$ cat src/rtl/sdram_access_sequencer_pkg.sv
// Shared SDRAM definitions: command codes, sequencer states,
// and timer sizing helpers.
package sdram_access_sequencer_pkg;

    typedef enum logic [2:0] {
        CMD_NOP = 3'd0,
        CMD_ACT = 3'd1,
        CMD_PRE = 3'd2,
        CMD_RD  = 3'd3,
        CMD_WR  = 3'd4
    } cmd_e;

    typedef enum logic [2:0] {
        S_IDLE     = 3'd0,
        S_DECIDE   = 3'd1,
        S_PRE      = 3'd2,
        S_WAIT_RP  = 3'd3,
        S_ACT      = 3'd4,
        S_WAIT_RCD = 3'd5,
        S_RW       = 3'd6
    } state_e;

    localparam int CNT_W = 8;

    // The issuing state and the exit cycle of the wait state
    // both count, so the wait counter runs from t-2 down to 0.
    function automatic logic [CNT_W-1:0] wait_load(input int t);
        return (t >= 2) ? CNT_W'(t - 2) : '0;
    endfunction

endpackage

$ cat src/rtl/sdram_access_sequencer_if.sv
// Request, open-row tracker and SDRAM command bundle
// between a requester and the access sequencer.
interface sdram_access_sequencer_if #(
    parameter int ROW_BITS  = 13,
    parameter int BANK_BITS = 2,
    parameter int COL_BITS  = 10
);
    logic                 req_valid;
    logic                 req_ready;
    logic                 req_we;
    logic [BANK_BITS-1:0] req_bank;
    logic [ROW_BITS-1:0]  req_row;
    logic [COL_BITS-1:0]  req_col;

    logic [BANK_BITS-1:0] query_bank;
    logic [ROW_BITS-1:0]  query_row;
    logic                 row_hit;

    logic                 set_active_pulse;
    logic [BANK_BITS-1:0] set_bank;
    logic [ROW_BITS-1:0]  set_row;
    logic                 clear_active_pulse;
    logic [BANK_BITS-1:0] clear_bank;

    logic                 cmd_valid;
    logic [2:0]           cmd_code;
    logic [BANK_BITS-1:0] cmd_bank;
    logic [ROW_BITS-1:0]  cmd_addr;

    modport master (
        output req_valid, req_we, req_bank,
        output req_row, req_col, row_hit,
        input  req_ready, query_bank, query_row,
        input  set_active_pulse, set_bank, set_row,
        input  clear_active_pulse, clear_bank,
        input  cmd_valid, cmd_code, cmd_bank, cmd_addr
    );

    modport slave (
        input  req_valid, req_we, req_bank,
        input  req_row, req_col, row_hit,
        output req_ready, query_bank, query_row,
        output set_active_pulse, set_bank, set_row,
        output clear_active_pulse, clear_bank,
        output cmd_valid, cmd_code, cmd_bank, cmd_addr
    );

endinterface

$ cat src/rtl/sdram_timer_cnt.sv
// Loadable down-counter that saturates at zero and flags it.
module sdram_timer_cnt #(
    parameter int W = 8
) (
    input  logic         clk,
    input  logic         rst_n,
    input  logic         load,
    input  logic [W-1:0] load_val,
    output logic         zero
);

    logic [W-1:0] cnt;

    always_ff @(posedge clk) begin
        if (!rst_n) begin
            cnt <= '0;
        end else if (load) begin
            cnt <= load_val;
        end else if (cnt != '0) begin
            cnt <= cnt - 1'b1;
        end
    end

    assign zero = (cnt == '0);

endmodule

$ cat src/rtl/sdram_access_sequencer.sv
// Single-access SDRAM sequencer: row hit goes straight to RD/WR,
// a miss always precharges then activates, honouring tRP/tRCD/tRAS.
module sdram_access_sequencer
    import sdram_access_sequencer_pkg::*;
#(
    parameter int ROW_BITS  = 13,
    parameter int BANK_BITS = 2,
    parameter int COL_BITS  = 10,
    parameter int T_RP      = 3,
    parameter int T_RCD     = 3,
    parameter int T_RAS     = 6
) (
    input logic clk,
    input logic rst_n,
    sdram_access_sequencer_if.slave bus
);

    state_e state_q;
    state_e state_d;

    logic                 we_q;
    logic [BANK_BITS-1:0] bank_q;
    logic [ROW_BITS-1:0]  row_q;
    logic [COL_BITS-1:0]  col_q;

    logic             wait_load_en;
    logic [CNT_W-1:0] wait_load_val;
    logic             wait_zero;
    logic             ras_load_en;
    logic             ras_zero;

    // One counter serves both tRP and tRCD; they never overlap.
    sdram_timer_cnt #(.W(CNT_W)) u_wait_cnt (
        .clk      (clk),
        .rst_n    (rst_n),
        .load     (wait_load_en),
        .load_val (wait_load_val),
        .zero     (wait_zero)
    );

    sdram_timer_cnt #(.W(CNT_W)) u_ras_cnt (
        .clk      (clk),
        .rst_n    (rst_n),
        .load     (ras_load_en),
        .load_val (CNT_W'(T_RAS)),
        .zero     (ras_zero)
    );

    assign wait_load_en  = (state_q == S_PRE) || (state_q == S_ACT);
    assign wait_load_val = (state_q == S_PRE) ? wait_load(T_RP)
                                              : wait_load(T_RCD);
    assign ras_load_en   = (state_q == S_ACT);

    always_ff @(posedge clk) begin
        if (!rst_n) begin
            state_q <= S_IDLE;
        end else begin
            state_q <= state_d;
        end
    end

    always_ff @(posedge clk) begin
        if (!rst_n) begin
            we_q   <= 1'b0;
            bank_q <= '0;
            row_q  <= '0;
            col_q  <= '0;
        end else if (state_q == S_IDLE && bus.req_valid) begin
            we_q   <= bus.req_we;
            bank_q <= bus.req_bank;
            row_q  <= bus.req_row;
            col_q  <= bus.req_col;
        end
    end

    always_comb begin
        state_d = state_q;
        unique case (state_q)
            S_IDLE: begin
                if (bus.req_valid) state_d = S_DECIDE;
            end
            S_DECIDE: begin
                if (bus.row_hit)   state_d = S_RW;
                else if (ras_zero) state_d = S_PRE;
            end
            S_PRE: begin
                state_d = (T_RP == 1) ? S_ACT : S_WAIT_RP;
            end
            S_WAIT_RP: begin
                if (wait_zero) state_d = S_ACT;
            end
            S_ACT: begin
                state_d = (T_RCD == 1) ? S_RW : S_WAIT_RCD;
            end
            S_WAIT_RCD: begin
                if (wait_zero) state_d = S_RW;
            end
            S_RW: begin
                state_d = S_IDLE;
            end
            default: begin
                state_d = S_IDLE;
            end
        endcase
    end

    cmd_e code;

    // Outputs are held low while reset is asserted so an abandoned
    // access cannot leak a command in the reset cycle itself.
    always_comb begin
        code                   = CMD_NOP;
        bus.req_ready          = 1'b0;
        bus.cmd_bank           = '0;
        bus.cmd_addr           = '0;
        bus.set_active_pulse   = 1'b0;
        bus.set_bank           = '0;
        bus.set_row            = '0;
        bus.clear_active_pulse = 1'b0;
        bus.clear_bank         = '0;
        if (rst_n) begin
            unique case (state_q)
                S_IDLE: begin
                    bus.req_ready = 1'b1;
                end
                S_PRE: begin
                    code                   = CMD_PRE;
                    bus.cmd_bank           = bank_q;
                    bus.clear_active_pulse = 1'b1;
                    bus.clear_bank         = bank_q;
                end
                S_ACT: begin
                    code                 = CMD_ACT;
                    bus.cmd_bank         = bank_q;
                    bus.cmd_addr         = row_q;
                    bus.set_active_pulse = 1'b1;
                    bus.set_bank         = bank_q;
                    bus.set_row          = row_q;
                end
                S_RW: begin
                    code         = we_q ? CMD_WR : CMD_RD;
                    bus.cmd_bank = bank_q;
                    bus.cmd_addr = ROW_BITS'(col_q);
                end
                default: begin
                    code = CMD_NOP;
                end
            endcase
        end
    end

    assign bus.cmd_code   = code;
    assign bus.cmd_valid  = (code != CMD_NOP);
    assign bus.query_bank = bank_q;
    assign bus.query_row  = row_q;

endmodule

$ cat src/flat_wrapper.sv
// flat-port wrapper written by rule: the top's interface ports become plain ports
module sdram_access_sequencer_flat import sdram_access_sequencer_pkg::*;
#(
    parameter int ROW_BITS  = 13,
    parameter int BANK_BITS = 2,
    parameter int COL_BITS  = 10,
    parameter int T_RP      = 3,
    parameter int T_RCD     = 3,
    parameter int T_RAS     = 6
)
  (clk, rst_n, bus_req_valid, bus_req_we, bus_req_bank, bus_req_row, bus_req_col, bus_row_hit, bus_req_ready, bus_query_bank, bus_query_row, bus_set_active_pulse, bus_set_bank, bus_set_row, bus_clear_active_pulse, bus_clear_bank, bus_cmd_valid, bus_cmd_code, bus_cmd_bank, bus_cmd_addr);
  sdram_access_sequencer_if #(.ROW_BITS(ROW_BITS), .BANK_BITS(BANK_BITS), .COL_BITS(COL_BITS)) bus_i ();
  input logic clk;
  input logic rst_n;
  input wire logic [$bits(bus_i.req_valid)-1:0] bus_req_valid;
  input wire logic [$bits(bus_i.req_we)-1:0] bus_req_we;
  input wire logic [$bits(bus_i.req_bank)-1:0] bus_req_bank;
  input wire logic [$bits(bus_i.req_row)-1:0] bus_req_row;
  input wire logic [$bits(bus_i.req_col)-1:0] bus_req_col;
  input wire logic [$bits(bus_i.row_hit)-1:0] bus_row_hit;
  output wire logic [$bits(bus_i.req_ready)-1:0] bus_req_ready;
  output wire logic [$bits(bus_i.query_bank)-1:0] bus_query_bank;
  output wire logic [$bits(bus_i.query_row)-1:0] bus_query_row;
  output wire logic [$bits(bus_i.set_active_pulse)-1:0] bus_set_active_pulse;
  output wire logic [$bits(bus_i.set_bank)-1:0] bus_set_bank;
  output wire logic [$bits(bus_i.set_row)-1:0] bus_set_row;
  output wire logic [$bits(bus_i.clear_active_pulse)-1:0] bus_clear_active_pulse;
  output wire logic [$bits(bus_i.clear_bank)-1:0] bus_clear_bank;
  output wire logic [$bits(bus_i.cmd_valid)-1:0] bus_cmd_valid;
  output wire logic [$bits(bus_i.cmd_code)-1:0] bus_cmd_code;
  output wire logic [$bits(bus_i.cmd_bank)-1:0] bus_cmd_bank;
  output wire logic [$bits(bus_i.cmd_addr)-1:0] bus_cmd_addr;
  assign bus_i.req_valid = bus_req_valid;
  assign bus_i.req_we = bus_req_we;
  assign bus_i.req_bank = bus_req_bank;
  assign bus_i.req_row = bus_req_row;
  assign bus_i.req_col = bus_req_col;
  assign bus_i.row_hit = bus_row_hit;
  assign bus_req_ready = bus_i.req_ready;
  assign bus_query_bank = bus_i.query_bank;
  assign bus_query_row = bus_i.query_row;
  assign bus_set_active_pulse = bus_i.set_active_pulse;
  assign bus_set_bank = bus_i.set_bank;
  assign bus_set_row = bus_i.set_row;
  assign bus_clear_active_pulse = bus_i.clear_active_pulse;
  assign bus_clear_bank = bus_i.clear_bank;
  assign bus_cmd_valid = bus_i.cmd_valid;
  assign bus_cmd_code = bus_i.cmd_code;
  assign bus_cmd_bank = bus_i.cmd_bank;
  assign bus_cmd_addr = bus_i.cmd_addr;
  sdram_access_sequencer #(.ROW_BITS(ROW_BITS), .BANK_BITS(BANK_BITS), .COL_BITS(COL_BITS), .T_RP(T_RP), .T_RCD(T_RCD), .T_RAS(T_RAS)) u_core (.clk(clk), .rst_n(rst_n), .bus(bus_i));
endmodule
$ cat config.mk
export PLATFORM = sky130hd
export DESIGN_NAME = sdram_access_sequencer_flat
export DESIGN_NICKNAME = d
export VERILOG_FILES = /design/src/rtl/sdram_access_sequencer_pkg.sv /design/src/rtl/sdram_access_sequencer_if.sv /design/src/rtl/sdram_timer_cnt.sv /design/src/rtl/sdram_access_sequencer.sv /design/src/flat_wrapper.sv
export SDC_FILE = /design/constraint.sdc
export NUM_CORES = 1
export LEC_CHECK = 0
export BUFFER_PORTS_ARGS = -buffer_cell sky130_fd_sc_hd__buf_2
export CORE_ASPECT_RATIO = 1.75
export CORE_MARGIN = 2
export CORE_UTILIZATION = 40
export CTS_CLUSTER_SIZE = 25
export DETAILED_ROUTE_END_ITERATION = 10
export PLACE_DENSITY_LB_ADDON = 0.2
export SLEW_MARGIN = 40
export SYNTH_ARGS = -nofsm -noshare
export SYNTH_HDL_FRONTEND = slang
export SYNTH_SLANG_ARGS = --single-unit
export TNS_END_PERCENT = 10
$ cat constraint.sdc
create_clock -name clk -period 1.5 [get_ports clk]
set_input_delay 0.15 -clock clk [delete_from_list [all_inputs] [get_ports clk]]
set_output_delay 0.15 -clock clk [all_outputs]
set_load 0.1 [all_outputs]
==> results.md <==
- Outcome: finished, violations left
- Failing checks: setup timing
- Aggregate routed wire length: 6530 um
- FF-to-FF Start: u_core.u_wait_cnt.cnt[3]$_SDFFE_PP0P_
- Type of destination of the critical path: output pin
- Combined area of all synthesized cells: 2460 um2
- Antenna diode instance count: 0
- Net Sw Power: 3.31 mW
- Hold Path Class: input pin to flop
- Vias per cell: 4.96
- Clk pin slew, worst setup/hold paths: 0.09 ns
- Total gr overflow: 0
- Final count of negative-setup-slack endpoints: 36
- Starting density of the core: 0.414
- Number of distinct library cell variants in the gate-level netlist after synthesis: 39
- Proportion of total power due to net switching: 0.491
- Total power: 6.75 mW
- Initial antenna violation count: 0
- Clock root cell: sky130_fd_sc_hd__clkbuf_8
- Share of post-route cells with drive strength above 1: 0.557
- Startpoint of the most critical setup path: u_core.state_q[0]$_SDFFE_PN0P_
- Top FF cell, synth: sky130_fd_sc_hd__dfxtp_1
- Global-route wire length before repair: 10700 um
- Final critical path time including I/O delays and setup: 1.65 ns
- Top cell type's share of synthesized area: 0.367
- P&R area growth vs syn: 59.0%
- Sequential fraction of design power: 0.291
- Gpl congestion: 0.786
- Worst slew pin tran: 0.488 ns
- Top cell types by occurrence after synthesis: sky130_fd_sc_hd__dfxtp_1 (45), sky130_fd_sc_hd__nand2_1 (43), sky130_fd_sc_hd__nor2_1 (33), sky130_fd_sc_hd__a21boi_2 (20), sky130_fd_sc_hd__nand2_2 (20)
- P_leak: 1.56 nW
- Cell Pwr Density: 1730 nW/um2
- Max Clk Rate: 605 MHz
- Die Width: 63.2 um
- Number of rows in the core area: 37
- Area of the core: 5930 um2
- Final cycle utilization of the critical path: 1.10
- Slew Limit Fails: 0
- Cell internal pwr: 3.44 mW
- Max-cap violations: 0
- CTS tree: yes
- Number of buffers created by CTS: 5
- Async set-or-reset flop fraction in the synthesized netlist: 0
- Sort of element at the start of the critical path: flop
- Number of DRC violations after detailed routing: 0
- Cell type contributing the most total cell area after synthesis: sky130_fd_sc_hd__dfxtp_1
- Height of the die: 108 um
- Sinks on the clock net: 45
- Proportion of power drawn by combinational gates: 0.592
- Number of buffer cells added on primary ports: 83
- Clock share of power: 0.117
- Initial detailed-routing violation count: 55
- Final hold violation count: 0
- Detailed-routing iteration count for the pre-antenna-repair pass: 4
- Final clock skew: 0.00772 ns
- Worst skew pair latency: 0.31 ns
- Boundary Pins: 84
- Worst min-delay path startpoint: bus_req_row[8]
- Critical path start-end classification: flop to output pin
- Most instantiated library cell after synthesis: sky130_fd_sc_hd__dfxtp_1
- GR Util All Layers: 0.201
- Worst-case headroom to the max-slew limit: 0.677
- Largest buffer count on any clock path: 2
- Cell count after synthesis: 282
- Maximum vdd ir drop: 0.00106 V
- Maximum number of pins on one net before global-route repair: 39
- RSZ-0062 raised after global routing: true
- Post-route ant nets: 0
- Clock H-tree levels: 2
- Worst endpoint data arrival time: 1.50 ns
- Die area: 6810 um2
- Total via count in the routed design: 2214
- Worst path required time: 1.35 ns
- Total of flip-flops plus latches after synthesis: 45
- Avg Synthesized Cell Area: 8.71 um2
- Final layout net count: 401
- Cell types with the largest area share after synthesis: sky130_fd_sc_hd__dfxtp_1 (37%), sky130_fd_sc_hd__a21boi_2 (9.2%), sky130_fd_sc_hd__nand2_1 (6.6%), sky130_fd_sc_hd__nand2_2 (5.1%), sky130_fd_sc_hd__nor2_1 (5.0%)
- Sequential element share of the synthesized area: 0.367
- Largest driver fanout on the critical path: 16
- Mean routed wirelength per cell: 14.6 um
- Post-synthesis net count: 316
- Vias in the first global route: 2265
- HPWL Detailed: 4860 um
- Setup WS post-layout: -0.152 ns
- Count of flip-flops with a built-in enable after synthesis: 0
- Total negative slack for setup checks: -3.77 ns
- Final-layout worst hold slack: 0.0663 ns
- Number of synthesis warnings: 0
## sequential cells by signal (all words and copies together) (netlist names)
register / flops
u_core.bus.query_bank: 2
u_core.bus.query_row: 13
u_core.col_q: 10
u_core.state_q: 3
u_core.u_ras_cnt.cnt: 8
u_core.u_wait_cnt.cnt: 8
u_core.we_q: 1
## power by group through the flow
| stage | combinational (mW) | sequential, mW | clock (mW) |
|---|---|---|---|
| floorplan | 2.53 | 2.52 | 0 |
| global placement | 3.84 | 1.97 | 0 |
| detailed placement | 3.91 | 2.00 | 0 |
| CTS | 3.99 | 1.96 | 0.809 |
| global route | 4.33 | 2.01 | 0.845 |
| finish | 3.99 | 1.96 | 0.793 |
## final timing paths
kind                                                        endpoint  cells past startpoint  slack [ns]
worst max-delay path                                 bus_set_row[11]                      6       -0.15
worst min-delay path            u_core.bus.query_row[8]$_SDFFE_PN0P_                      3        0.07
worst max register to register        u_core.state_q[0]$_SDFFE_PN0P_                      4        0.08
worst min register to register          u_core.col_q[7]$_SDFFE_PN0P_                      2        0.46
## cell usage in the layout, fill, tap and decap left out, types with 2 or more instances in the layout
master,instances
sky130_fd_sc_hd__a21boi_1,7
sky130_fd_sc_hd__a21boi_2,20
sky130_fd_sc_hd__a21oi_1,2
sky130_fd_sc_hd__a21oi_4,2
sky130_fd_sc_hd__and2_2,11
sky130_fd_sc_hd__and2_4,8
sky130_fd_sc_hd__and3_4,3
sky130_fd_sc_hd__buf_12,43
sky130_fd_sc_hd__buf_2,44
sky130_fd_sc_hd__buf_4,9
sky130_fd_sc_hd__clkbuf_1,2
sky130_fd_sc_hd__clkbuf_8,6
sky130_fd_sc_hd__dfxtp_1,29
sky130_fd_sc_hd__dfxtp_2,15
sky130_fd_sc_hd__ha_1,4
sky130_fd_sc_hd__inv_1,4
sky130_fd_sc_hd__mux2i_1,12
sky130_fd_sc_hd__nand2_1,42
sky130_fd_sc_hd__nand2_2,20
sky130_fd_sc_hd__nand2b_1,2
sky130_fd_sc_hd__nand3_1,4
sky130_fd_sc_hd__nor2_1,18
sky130_fd_sc_hd__nor2_4,14
sky130_fd_sc_hd__nor2b_1,4
sky130_fd_sc_hd__nor2b_4,2
sky130_fd_sc_hd__nor3_1,2
sky130_fd_sc_hd__nor4_4,2
sky130_fd_sc_hd__o211ai_1,2
sky130_fd_sc_hd__o21a_1,3
sky130_fd_sc_hd__o21ai_1,2
sky130_fd_sc_hd__o31ai_1,2
sky130_fd_sc_hd__or4_1,2
sky130_fd_sc_hd__xnor2_1,7
sky130_fd_sc_hd__xor2_1,5
## logic make-up (layout without fill, tap and decap cells)
family,Yosys count,count (layout),share of synthesized area
compound gates,44,44,0.159
xor+xnor,12,12,0.0428
fa+ha+maj,4,4,0.0204
buf+inv,22,108,0.0509
flops,45,45,0.367
mux,12,12,0.0489
simple gates,143,143,0.311
## final cells by class
| class | count | area, um2 |
|---|---|---|
| Fill cell | 521 | 2020 |
| Multi-Input combinational cell | 215 | 1630 |
| Timing Repair Buffer | 96 | 1150 |
| Sequential cell | 45 | 923 |
| Tap cell | 78 | 97.6 |
| Clock buffer | 8 | 90.1 |
| Inverter | 4 | 15.0 |
## routing by layer
metal,vias to the layer above,track usage,wire length (um)
met4,0,0.0870,163
met1,1064,0.196,2250
met3,13,0.0439,219
met5,-,0,0
met2,42,0.396,3890
li1,1095,-,-
## worst max-delay path, cell delays in order, from the launching register on
cell                      delay [ns]
sky130_fd_sc_hd__dfxtp_2        0.36
sky130_fd_sc_hd__nor2b_4        0.14
sky130_fd_sc_hd__nand2_4        0.07
sky130_fd_sc_hd__nor2_4         0.12
sky130_fd_sc_hd__buf_12         0.15
sky130_fd_sc_hd__and2_4         0.18
sky130_fd_sc_hd__buf_12         0.17
## repair_timing
action | in CTS | in global routing
resized for setup | 3 | 2
pin swaps | 2 | 2
buffers inserted | 5 | 1
endpoints found under the setup margin | 37 | 39
hold buffers | 0 | 0
## through the flow
| step | utilization | cells | instance area (um2) | worst slack, ns |
|---|---|---|---|---|
| 2_1_floorplan | - | 282 | 2720 | -0.257 |
| 3_3_place_gp | 0.634 | 432 | 3760 | 0.0342 |
| 3_5_place_dp | 0.634 | 432 | 3760 | 0.0414 |
| 4_1_cts | 0.656 | 445 | 3890 | -0.165 |
| 5_1_grt | 0.659 | 446 | 3910 | -0.218 |
| 6_report | 0.659 | 446 | 3910 | -0.152 |
Note: power is estimated with default switching activity, not from simulation.
